--- src/rtl/key_debounce_if.sv ---
// rtl/key_debounce_if.sv - key debouncer signal bundle: raw active-low keys in, clean level and event pulses out
interface key_debounce_if #(
    parameter int NUM_KEYS = 4
);
    logic [NUM_KEYS-1:0] key_in;
    logic [NUM_KEYS-1:0] key_level;
    logic [NUM_KEYS-1:0] key_press;
    logic [NUM_KEYS-1:0] key_release;
    logic [NUM_KEYS-1:0] long_press;

    // master drives the raw buttons and consumes the debounced events
    modport master (
        output key_in,
        input  key_level,
        input  key_press,
        input  key_release,
        input  long_press
    );

    modport slave (
        input  key_in,
        output key_level,
        output key_press,
        output key_release,
        output long_press
    );
endinterface

--- src/rtl/key_debounce.sv ---
// rtl/key_debounce.sv - per-key synchroniser and debounce FSM with press/release pulses
// Optional long-press detection is built when KEY_LONG_PRESS_EN is defined.
module key_debounce #(
    parameter int NUM_KEYS     = 4,
    parameter int DEBOUNCE_CYC = 500000,
    parameter int LONG_CYC     = 25000000
) (
    input logic          clk,
    input logic          rst_n,
    key_debounce_if.slave kb
);

    localparam int CW = $clog2(DEBOUNCE_CYC);
    localparam logic [CW-1:0] DB_MAX = CW'(DEBOUNCE_CYC - 1);

    localparam logic [1:0] ST_IDLE = 2'd0;
    localparam logic [1:0] ST_PDB  = 2'd1;
    localparam logic [1:0] ST_HELD = 2'd2;
    localparam logic [1:0] ST_RDB  = 2'd3;

    if (DEBOUNCE_CYC < 2 || DEBOUNCE_CYC > 16777215 || LONG_CYC < 2) begin : g_param_check
        $error("key_debounce: DEBOUNCE_CYC or LONG_CYC out of range");
    end

    logic [NUM_KEYS-1:0] sync1_q;
    logic [NUM_KEYS-1:0] sync2_q;
    logic [NUM_KEYS-1:0] level_vec;
    logic [NUM_KEYS-1:0] press_vec;
    logic [NUM_KEYS-1:0] release_vec;
    logic [NUM_KEYS-1:0] long_vec;

    // Idle-high reset so a key already held at reset release is seen as a fresh press.
    always_ff @(posedge clk or negedge rst_n) begin
        if (!rst_n) begin
            sync1_q <= '1;
            sync2_q <= '1;
        end else begin
            sync1_q <= kb.key_in;
            sync2_q <= sync1_q;
        end
    end

    for (genvar k = 0; k < NUM_KEYS; k++) begin : g_key
        logic [1:0]    state_q, state_d;
        logic [CW-1:0] cnt_q, cnt_d;
        logic          lvl_q, lvl_d;
        logic          prs_q, prs_d;
        logic          rel_q, rel_d;

        always_comb begin
            state_d = state_q;
            cnt_d   = cnt_q;
            lvl_d   = lvl_q;
            prs_d   = 1'b0;
            rel_d   = 1'b0;
            case (state_q)
                ST_IDLE: begin
                    lvl_d = 1'b0;
                    if (!sync2_q[k]) begin
                        state_d = ST_PDB;
                        cnt_d   = '0;
                    end
                end
                ST_PDB: begin
                    if (sync2_q[k]) begin
                        state_d = ST_IDLE;
                        cnt_d   = '0;
                    end else if (cnt_q == DB_MAX) begin
                        state_d = ST_HELD;
                        cnt_d   = '0;
                        prs_d   = 1'b1;
                        lvl_d   = 1'b1;
                    end else begin
                        cnt_d = cnt_q + 1'b1;
                    end
                end
                ST_HELD: begin
                    lvl_d = 1'b1;
                    if (sync2_q[k]) begin
                        state_d = ST_RDB;
                        cnt_d   = '0;
                    end
                end
                ST_RDB: begin
                    if (!sync2_q[k]) begin
                        state_d = ST_HELD;
                        cnt_d   = '0;
                    end else if (cnt_q == DB_MAX) begin
                        state_d = ST_IDLE;
                        cnt_d   = '0;
                        rel_d   = 1'b1;
                        lvl_d   = 1'b0;
                    end else begin
                        cnt_d = cnt_q + 1'b1;
                    end
                end
                default: begin
                    state_d = ST_IDLE;
                    cnt_d   = '0;
                    lvl_d   = 1'b0;
                end
            endcase
        end

        always_ff @(posedge clk or negedge rst_n) begin
            if (!rst_n) begin
                state_q <= ST_IDLE;
                cnt_q   <= '0;
                lvl_q   <= 1'b0;
                prs_q   <= 1'b0;
                rel_q   <= 1'b0;
            end else begin
                state_q <= state_d;
                cnt_q   <= cnt_d;
                lvl_q   <= lvl_d;
                prs_q   <= prs_d;
                rel_q   <= rel_d;
            end
        end

        assign level_vec[k]   = lvl_q;
        assign press_vec[k]   = prs_q;
        assign release_vec[k] = rel_q;

`ifdef KEY_LONG_PRESS_EN
        localparam int LW = $clog2(LONG_CYC);
        localparam logic [LW-1:0] LG_MAX = LW'(LONG_CYC - 1);

        logic [LW-1:0] hcnt_q, hcnt_d;
        logic          fired_q, fired_d;
        logic          lng_q, lng_d;

        // Hold time keeps running through release debounce so chatter does not restart it.
        always_comb begin
            hcnt_d  = hcnt_q;
            fired_d = fired_q;
            lng_d   = 1'b0;
            if (state_q == ST_PDB && state_d == ST_HELD) begin
                hcnt_d  = '0;
                fired_d = 1'b0;
            end else if (state_q == ST_HELD || state_q == ST_RDB) begin
                if (hcnt_q == LG_MAX) begin
                    if (!fired_q) begin
                        lng_d   = 1'b1;
                        fired_d = 1'b1;
                    end
                end else begin
                    hcnt_d = hcnt_q + 1'b1;
                end
            end
        end

        always_ff @(posedge clk or negedge rst_n) begin
            if (!rst_n) begin
                hcnt_q  <= '0;
                fired_q <= 1'b0;
                lng_q   <= 1'b0;
            end else begin
                hcnt_q  <= hcnt_d;
                fired_q <= fired_d;
                lng_q   <= lng_d;
            end
        end

        assign long_vec[k] = lng_q;
`else
        assign long_vec[k] = 1'b0;
`endif
    end

    assign kb.key_level   = level_vec;
    assign kb.key_press   = press_vec;
    assign kb.key_release = release_vec;
    assign kb.long_press  = long_vec;

endmodule

--- src/flat_wrapper.sv ---
// flat-port wrapper written by rule: the top's interface ports become plain ports
module key_debounce_flat 
#(
    parameter int NUM_KEYS     = 4,
    parameter int DEBOUNCE_CYC = 500000,
    parameter int LONG_CYC     = 25000000
)
  (clk, rst_n, kb_key_in, kb_key_level, kb_key_press, kb_key_release, kb_long_press);
  key_debounce_if #(.NUM_KEYS(NUM_KEYS)) kb_i ();
  input logic clk;
  input logic rst_n;
  input wire logic [$bits(kb_i.key_in)-1:0] kb_key_in;
  output wire logic [$bits(kb_i.key_level)-1:0] kb_key_level;
  output wire logic [$bits(kb_i.key_press)-1:0] kb_key_press;
  output wire logic [$bits(kb_i.key_release)-1:0] kb_key_release;
  output wire logic [$bits(kb_i.long_press)-1:0] kb_long_press;
  assign kb_i.key_in = kb_key_in;
  assign kb_key_level = kb_i.key_level;
  assign kb_key_press = kb_i.key_press;
  assign kb_key_release = kb_i.key_release;
  assign kb_long_press = kb_i.long_press;
  key_debounce #(.NUM_KEYS(NUM_KEYS), .DEBOUNCE_CYC(DEBOUNCE_CYC), .LONG_CYC(LONG_CYC)) u_core (.clk(clk), .rst_n(rst_n), .kb(kb_i));
endmodule
--- config.mk ---
export PLATFORM = sky130hd
export DESIGN_NAME = key_debounce_flat
export DESIGN_NICKNAME = d
export VERILOG_FILES = /design/src/rtl/key_debounce_if.sv /design/src/rtl/key_debounce.sv /design/src/flat_wrapper.sv
export SDC_FILE = /design/constraint.sdc
export NUM_CORES = 1
export LEC_CHECK = 0
export CAP_MARGIN = 10
export CORE_MARGIN = 1
export CORE_UTILIZATION = 40
export CTS_CLUSTER_SIZE = 24
export DETAILED_ROUTE_END_ITERATION = 8
export SLEW_MARGIN = 20
export SYNTH_ARGS = -nofsm -noshare
export SYNTH_HDL_FRONTEND = slang
export SYNTH_SLANG_ARGS = --single-unit
export TNS_END_PERCENT = 30
--- constraint.sdc ---
create_clock -name clk -period 3.1 [get_ports clk]
set_clock_uncertainty 0.05 [all_clocks]
set_input_delay 0.31 -clock clk [delete_from_list [all_inputs] [get_ports clk]]
set_output_delay 0.31 -clock clk [all_outputs]
set_load 0.01 [all_outputs]
==> qor.csv <==
stage;metric;value;unit
cells_and_area;fin_nets;664;
synth;synth_top_cell_by_area;dfrtp_1;
worst_setup_path;cp.buffers_inverters;0;
synth;synth-xor-area-share;0.0485;
synth;yosys.area.top_type_share;0.416;
placed_design;place_area;6050;sq um
synth;synth_compound_area_frac;0.109;
cells_and_area;nFillCells;1350;
sta;finalHoldViolations;61;
floorplan;die_area;14900;sq um
clock_tree;clock_latency;360;ps
detailed_routing;ant_nets;0;
synth;synth_top_family_by_area;simple AND/OR/NAND/NOR gates;
sta;finalCriticalPeriod;2450;ps
grt;grt_overflow;0;
synth;synth.avg_cell_area;9.17;sq um
worst_setup_path;crit_path_end_kind;flop;
status;failed_checks;negative hold slack;
clock_tree;ctsHoldBuffers;0;
synth;synth.area.top_cells;dfrtp_1 (42%), nand2_1 (5.3%), nand3_1 (4.4%), nor2_1 (4.4%), ha_1 (4.3%);
synth;synthArstFlopShare;1.00;
synth;netlist_area;5780;sq um
floorplan;die_y;122;microns
worst_setup_path;slowest_delay;650;ps
worst_setup_path;startpoint_type;flop;
grt;grt_usage;0.170;
cells_and_area;fin_util;0.454;
detailed_routing;drc;0;
detailed_routing;via_per_inst;5.49;
power;powerDensity;661;nW/um^2
grt;antenna_found_initial;0;
placed_design;dp_cells;807;
synth;synthAdderAreaFrac;0.0433;
clock_tree;tritoncts;built;
synth;yosysWarnings;0;
floorplan;dieWidth;122;microns
synth;ys_ff_latch;104;
flow_run;cap_viol_max_count;0;
clock_tree;cts_resized;0;
clock_tree;clock-root-buffer;clkbuf_16;
grt;grt_pass1_wl;20400;microns
detailed_routing;first_pass_iters;5;
cells_and_area;n_antenna_cell;0;
cells_and_area;stdcell_count;823;
clock_tree;cts_buffers;9;
worst_setup_path;worstSetupPathType;reg2reg;
synth;syn_inst;630;
cells_and_area;layout-drive-gt1-share;0.0824;
detailed_routing;drt_first_iter_violations;353;
grt;grt_pass1_vias;4285;
grt;grt_max_degree;86;
clock_tree;htree_num_levels;3;
synth;synth_cell_types;54;
sta;timing.final.crit_share;0.791;
clock_tree;postCtsSetupBuffers;0;
synth;ys.flop_type;dfrtp_1;
detailed_routing;wl_per_cell;14.0;microns
status;status;finished, violations left;
placed_design;dp_hpwl;7960;microns
worst_setup_path;cp_slowest_cell;nor2_1;
floorplan;core;14000;sq um
detailed_routing;drt_wl_total;11500;microns
synth;synthTopCellsByCount;dfrtp_1 (96), nand2_1 (82), nor2_1 (68), nand3_1 (51), o21ai_0 (28);
sta;grt_setup_unrepaired;no;
worst_setup_path;crit_chain;nor4_1, nand3_1, o31a_1, nor2_1, o21ai_0;
synth;synth_edf_count;0;
sta;slew_headroom;0.461;
cells_and_area;syn_to_final_growth;10.1;%
floorplan;rows;43;
synth;synth_mux_area_frac;0.0308;
sta;finalMaxSlewViolations;0;
worst_setup_path;crit_required;3250;ps
power;p_leak;2.57;nW
synth;synth_most_common_cell;dfrtp_1;
worst_setup_path;cp_top_family;simple AND/OR/NAND/NOR gates;
clock_tree;clkTransAtPathRegs;70;ps
sta;finalSetupTns;0;ps
sta;setup_violations;0;
sta;tightest_slew;806;ps
floorplan;io_pins;22;
floorplan;start_util;0.413;
synth;seq_area_frac_synth;0.452;
placed_design;gp_congestion;0.871;
sta;holdWs;-55.6;ps
sta;fmax;0.408;GHz
worst_setup_path;worst-path-max-fanout;11;
placed_design;portBuffers;17;
min_path;hp-class;in2async;
detailed_routing;vias;4516;
clock_tree;cts.path.max_buffers;2;
worst_setup_path;arrival;2600;ps
clock_tree;cts.sinks;104;
synth;synth-simple-area-share;0.265;
power;peakVddDrop;0.337;mV
cells_and_area;finish.instance_area;6360;sq um
placed cells by master, fill, tap and decap left out, drive strengths merged, types with 9 or more instances in the layout:
cell           instances
a21oi                 16
a31oi                  9
and4                  11
buf                   12
clkbuf                11
clkdlybuf4s50         16
dfrtp                 96
ha                    20
inv                   22
nand2                 82
nand2b                 9
nand3                 51
nand4                 19
nor2                  69
nor3                  21
nor4                  10
o21ai                 29
o311ai                12
o31ai                 10
xnor2                 21
xor2                  11
stage by stage:
| step | power, mW | setup slack, ps |
|---|---|---|
| CTS | 4.23 | 682 |
| global route | 4.47 | 420 |
| floorplan | 2.64 | 943 |
| detailed placement | 3.06 | 658 |
| finish | 4.20 | 648 |
| global placement | 3.02 | 734 |
per-layer routing:
layer	part of all wire	vias to the layer above	GRT usage
li1	-	2249	-
met3	0.030	16	0.0229
met4	0.019	0	0.0724
met5	0	-	0
met2	0.47	77	0.272
met1	0.48	2174	0.231
registers in the layout (all words and copies together), names as in the netlist, named ones only:
name / count
u_core.g_key.rel_q: 4
u_core.g_key.prs_q: 4
u_core.g_key.lvl_q: 4
u_core.sync1_q: 4
u_core.sync2_q: 4
u_core.g_key.cnt_q: 76
u_core.g_key.state_q: 4
cell type report:
cell class	instances	area (sq um)	share of cell area
Inverter	22	82.6	0.0130
Clock buffer	11	243	0.0382
Sequential cell	104	2610	0.411
Clock inverter	5	56.3	0.00886
Timing Repair Buffer	28	254	0.0400
Tap cell	180	225	0.0354
Multi-Input combinational cell	473	2880	0.454
cells by family (layout without fill, tap and decap cells):
group	after synthesis	after routing
compound gates	97	97
fa+ha+maj	20	20
other cells	1	4
buf+inv	56	66
mux	16	16
flops	104	104
xor+xnor	32	32
simple gates	304	304
worst paths after layout:
| kind | start | to | slack [ps] | cells past startpoint |
|---|---|---|---|---|
| max in group asynchronous | rst_n | u_core.g_key[2].cnt_q[8] | 2390 | 2 |
| worst max register to register | u_core.g_key[2].cnt_q[12] | u_core.g_key[2].state_q[0] | 650 | 5 |
| worst min register to register | u_core.sync1_q[0] | u_core.sync2_q[0] | 300 | 0 |
| worst min-delay path | rst_n | u_core.g_key[0].cnt_q[4] | -60 | 1 |
| min in group clk | kb_key_in[1] | u_core.sync1_q[1] | 300 | 1 |
| worst max-delay path | u_core.g_key[2].cnt_q[12] | u_core.g_key[2].state_q[0] | 650 | 5 |
power breakdown:
group	total, mW	switching, mW	internal [mW]
clock network	1.16	0.509	0.647
registers	1.61	0.118	1.49
logic	1.43	0.895	0.539
total	4.20	1.52	2.68
Note: power is estimated with default switching activity, not from simulation.
==> patch: new RTL, same settings <==
One comparison of `cnt_q` changes from == to >=.
--- a/src/rtl/key_debounce.sv
+++ b/src/rtl/key_debounce.sv
@@ -85,7 +85,7 @@
                     if (!sync2_q[k]) begin
                         state_d = ST_HELD;
                         cnt_d   = '0;
-                    end else if (cnt_q == DB_MAX) begin
+                    end else if (cnt_q >= DB_MAX) begin
                         state_d = ST_IDLE;
                         cnt_d   = '0;
                         rel_d   = 1'b1;
Check against the original RTL: no difference found for any inputs over 4 cycles, from zero or initial values and one cycle with rst_n low; that may be too few to reach the edited logic, so the function may still have changed.
==> patch against the original RTL <==
The run still ends with hold timing left. Final area grew 9.6%. Wire length grew 17%. Worst setup slack lost 0.29 ns. Fmax shrank 11%. Utilization grew 0.21 points. Worst hold slack gained 0.029 ns. Non-clock buffer count grew 6. Synthesized area grew 8.4%. Power grew 7.3%. Die area grew 8.2%. Sequential cell count is the same. Critical path type unchanged. Critical endpoint is now u_core.g_key[0].cnt_q[4]. Largest cell class unchanged. Largest power group unchanged. Highest routed layer unchanged.
==> patch: results (changes against the original RTL) <==
sw_frac_of_total_pct: 36.1  # was 36.2%
grt_usage_pct: 18.1  # was 17.0%
synth.distinct_cells: 61  # was 54
first_pass_iters: 4  # was 5
synth_compound_area_share_pct: 21.1  # was 10.9%
synth.area.top_cells: "dfrtp_1, nand2_1, o21ai_0, nor2_1, ha_1"  # was dfrtp_1, nand2_1, nand3_1, nor2_1, ha_1
grt_pass1_wl_um: 24000  # was 20400 um
wl_um: 13500  # was 11500 um
grt_use_met3_pct: 3.10  # was 2.29%
grt_pass1_vias: 5169  # was 4285
pg_comb_w: 0.00157  # was 0.00143 W
violations: "hold timing"  # unchanged
grtUsageMet1_pct: 23.8  # was 23.1%
synthAdderAreaFrac_pct: 4.00  # was 4.33%
hold_viol: 23  # was 61
fillers: 1425  # was 1350
tightest_slew_ns: 0.764  # was 0.806 ns
dp_hpwl_um: 9350  # was 7960 um
synth.area.mux_share_pct: 2.40  # was 3.08%
cp_slowest_stage_delay_ns: 0.57  # was 0.65 ns
placed_cells: 944  # was 807
met3_wirelength_um: 413  # was 347 um
dp_slack_ns: 0.168  # was 0.658 ns
seq_area_frac_synth_pct: 41.7  # was 45.2%
synth-xor-area-share_pct: 0.839  # was 4.85%
worstPathMaxFanout: 19  # was 11
postSynthCellCount: 739  # was 630
outcome: "complete, but fails checks"  # unchanged
stdcell_count: 961  # was 823
peakVddDrop_v: 0.000355  # was 0.000337 V
num_vias: 5386  # was 4516
nNetsFinal: 771  # was 664
drive_above_1_share_pct: 8.27  # was 8.24%
power_leakage_nw: 2.88  # was 2.57 nW
hold_slack_ns: -0.0268  # was -0.0556 ns
-- patch: changes by cell type in the layout (fill, tap and decap cells not counted), moves of 11 or more --
| cell | unedited run | this run |
|---|---|---|
| xnor2_1 | 21 | 2 |
| o22ai_1 | 2 | 15 |
| o211ai_1 | 5 | 18 |
| nand2_1 | 82 | 97 |
| o21ai_0 | 28 | 65 |
| a22oi_1 | 0 | 17 |
| o21bai_1 | 0 | 13 |
| inv_1 | 22 | 40 |
| o311ai_0 | 12 | 1 |
| nand3_1 | 51 | 35 |
-- patch: worst register-to-register path: stages (launching register included) --
cell and delay [ns]:
dfrtp_1 0.43, or4_1 0.56, or4b_4 0.57, a21oi_4 0.20, nor4_4 0.11, buf_6 0.20, nor2_1 0.31, o221ai_1 0.18
-- patch: area by class of cell --
cell class,instances,share of cell area (%)
multi-input combinational,556,47.5
sequential,104,37.5
timing repair buffer,34,4.29
clock buffer,14,3.93
tap,211,3.79
inverter,40,2.16
clock inverter,2,0.862
-- patch: cell families after synthesis --
logic type | after synthesis
simple gates | 309
fa+ha+maj | 20
compound gates | 203
other cells | 1
xor+xnor | 6
buf+inv | 82
flops | 104
mux | 14
-- patch: worst paths after layout --
path                       depth (start not counted)                        to  slack, ns                       from
min reg2reg                                        0         u_core.sync2_q[1]       0.31          u_core.sync1_q[1]
min in group clk                                   0         u_core.sync2_q[1]       0.31          u_core.sync1_q[1]
max in group asynchronous                          2         u_core.sync2_q[0]       2.16                      rst_n
max reg2reg                                        7  u_core.g_key[0].cnt_q[4]       0.35  u_core.g_key[0].cnt_q[10]
max                                                7  u_core.g_key[0].cnt_q[4]       0.35  u_core.g_key[0].cnt_q[10]
min                                                1  u_core.g_key[2].cnt_q[5]      -0.03                      rst_n
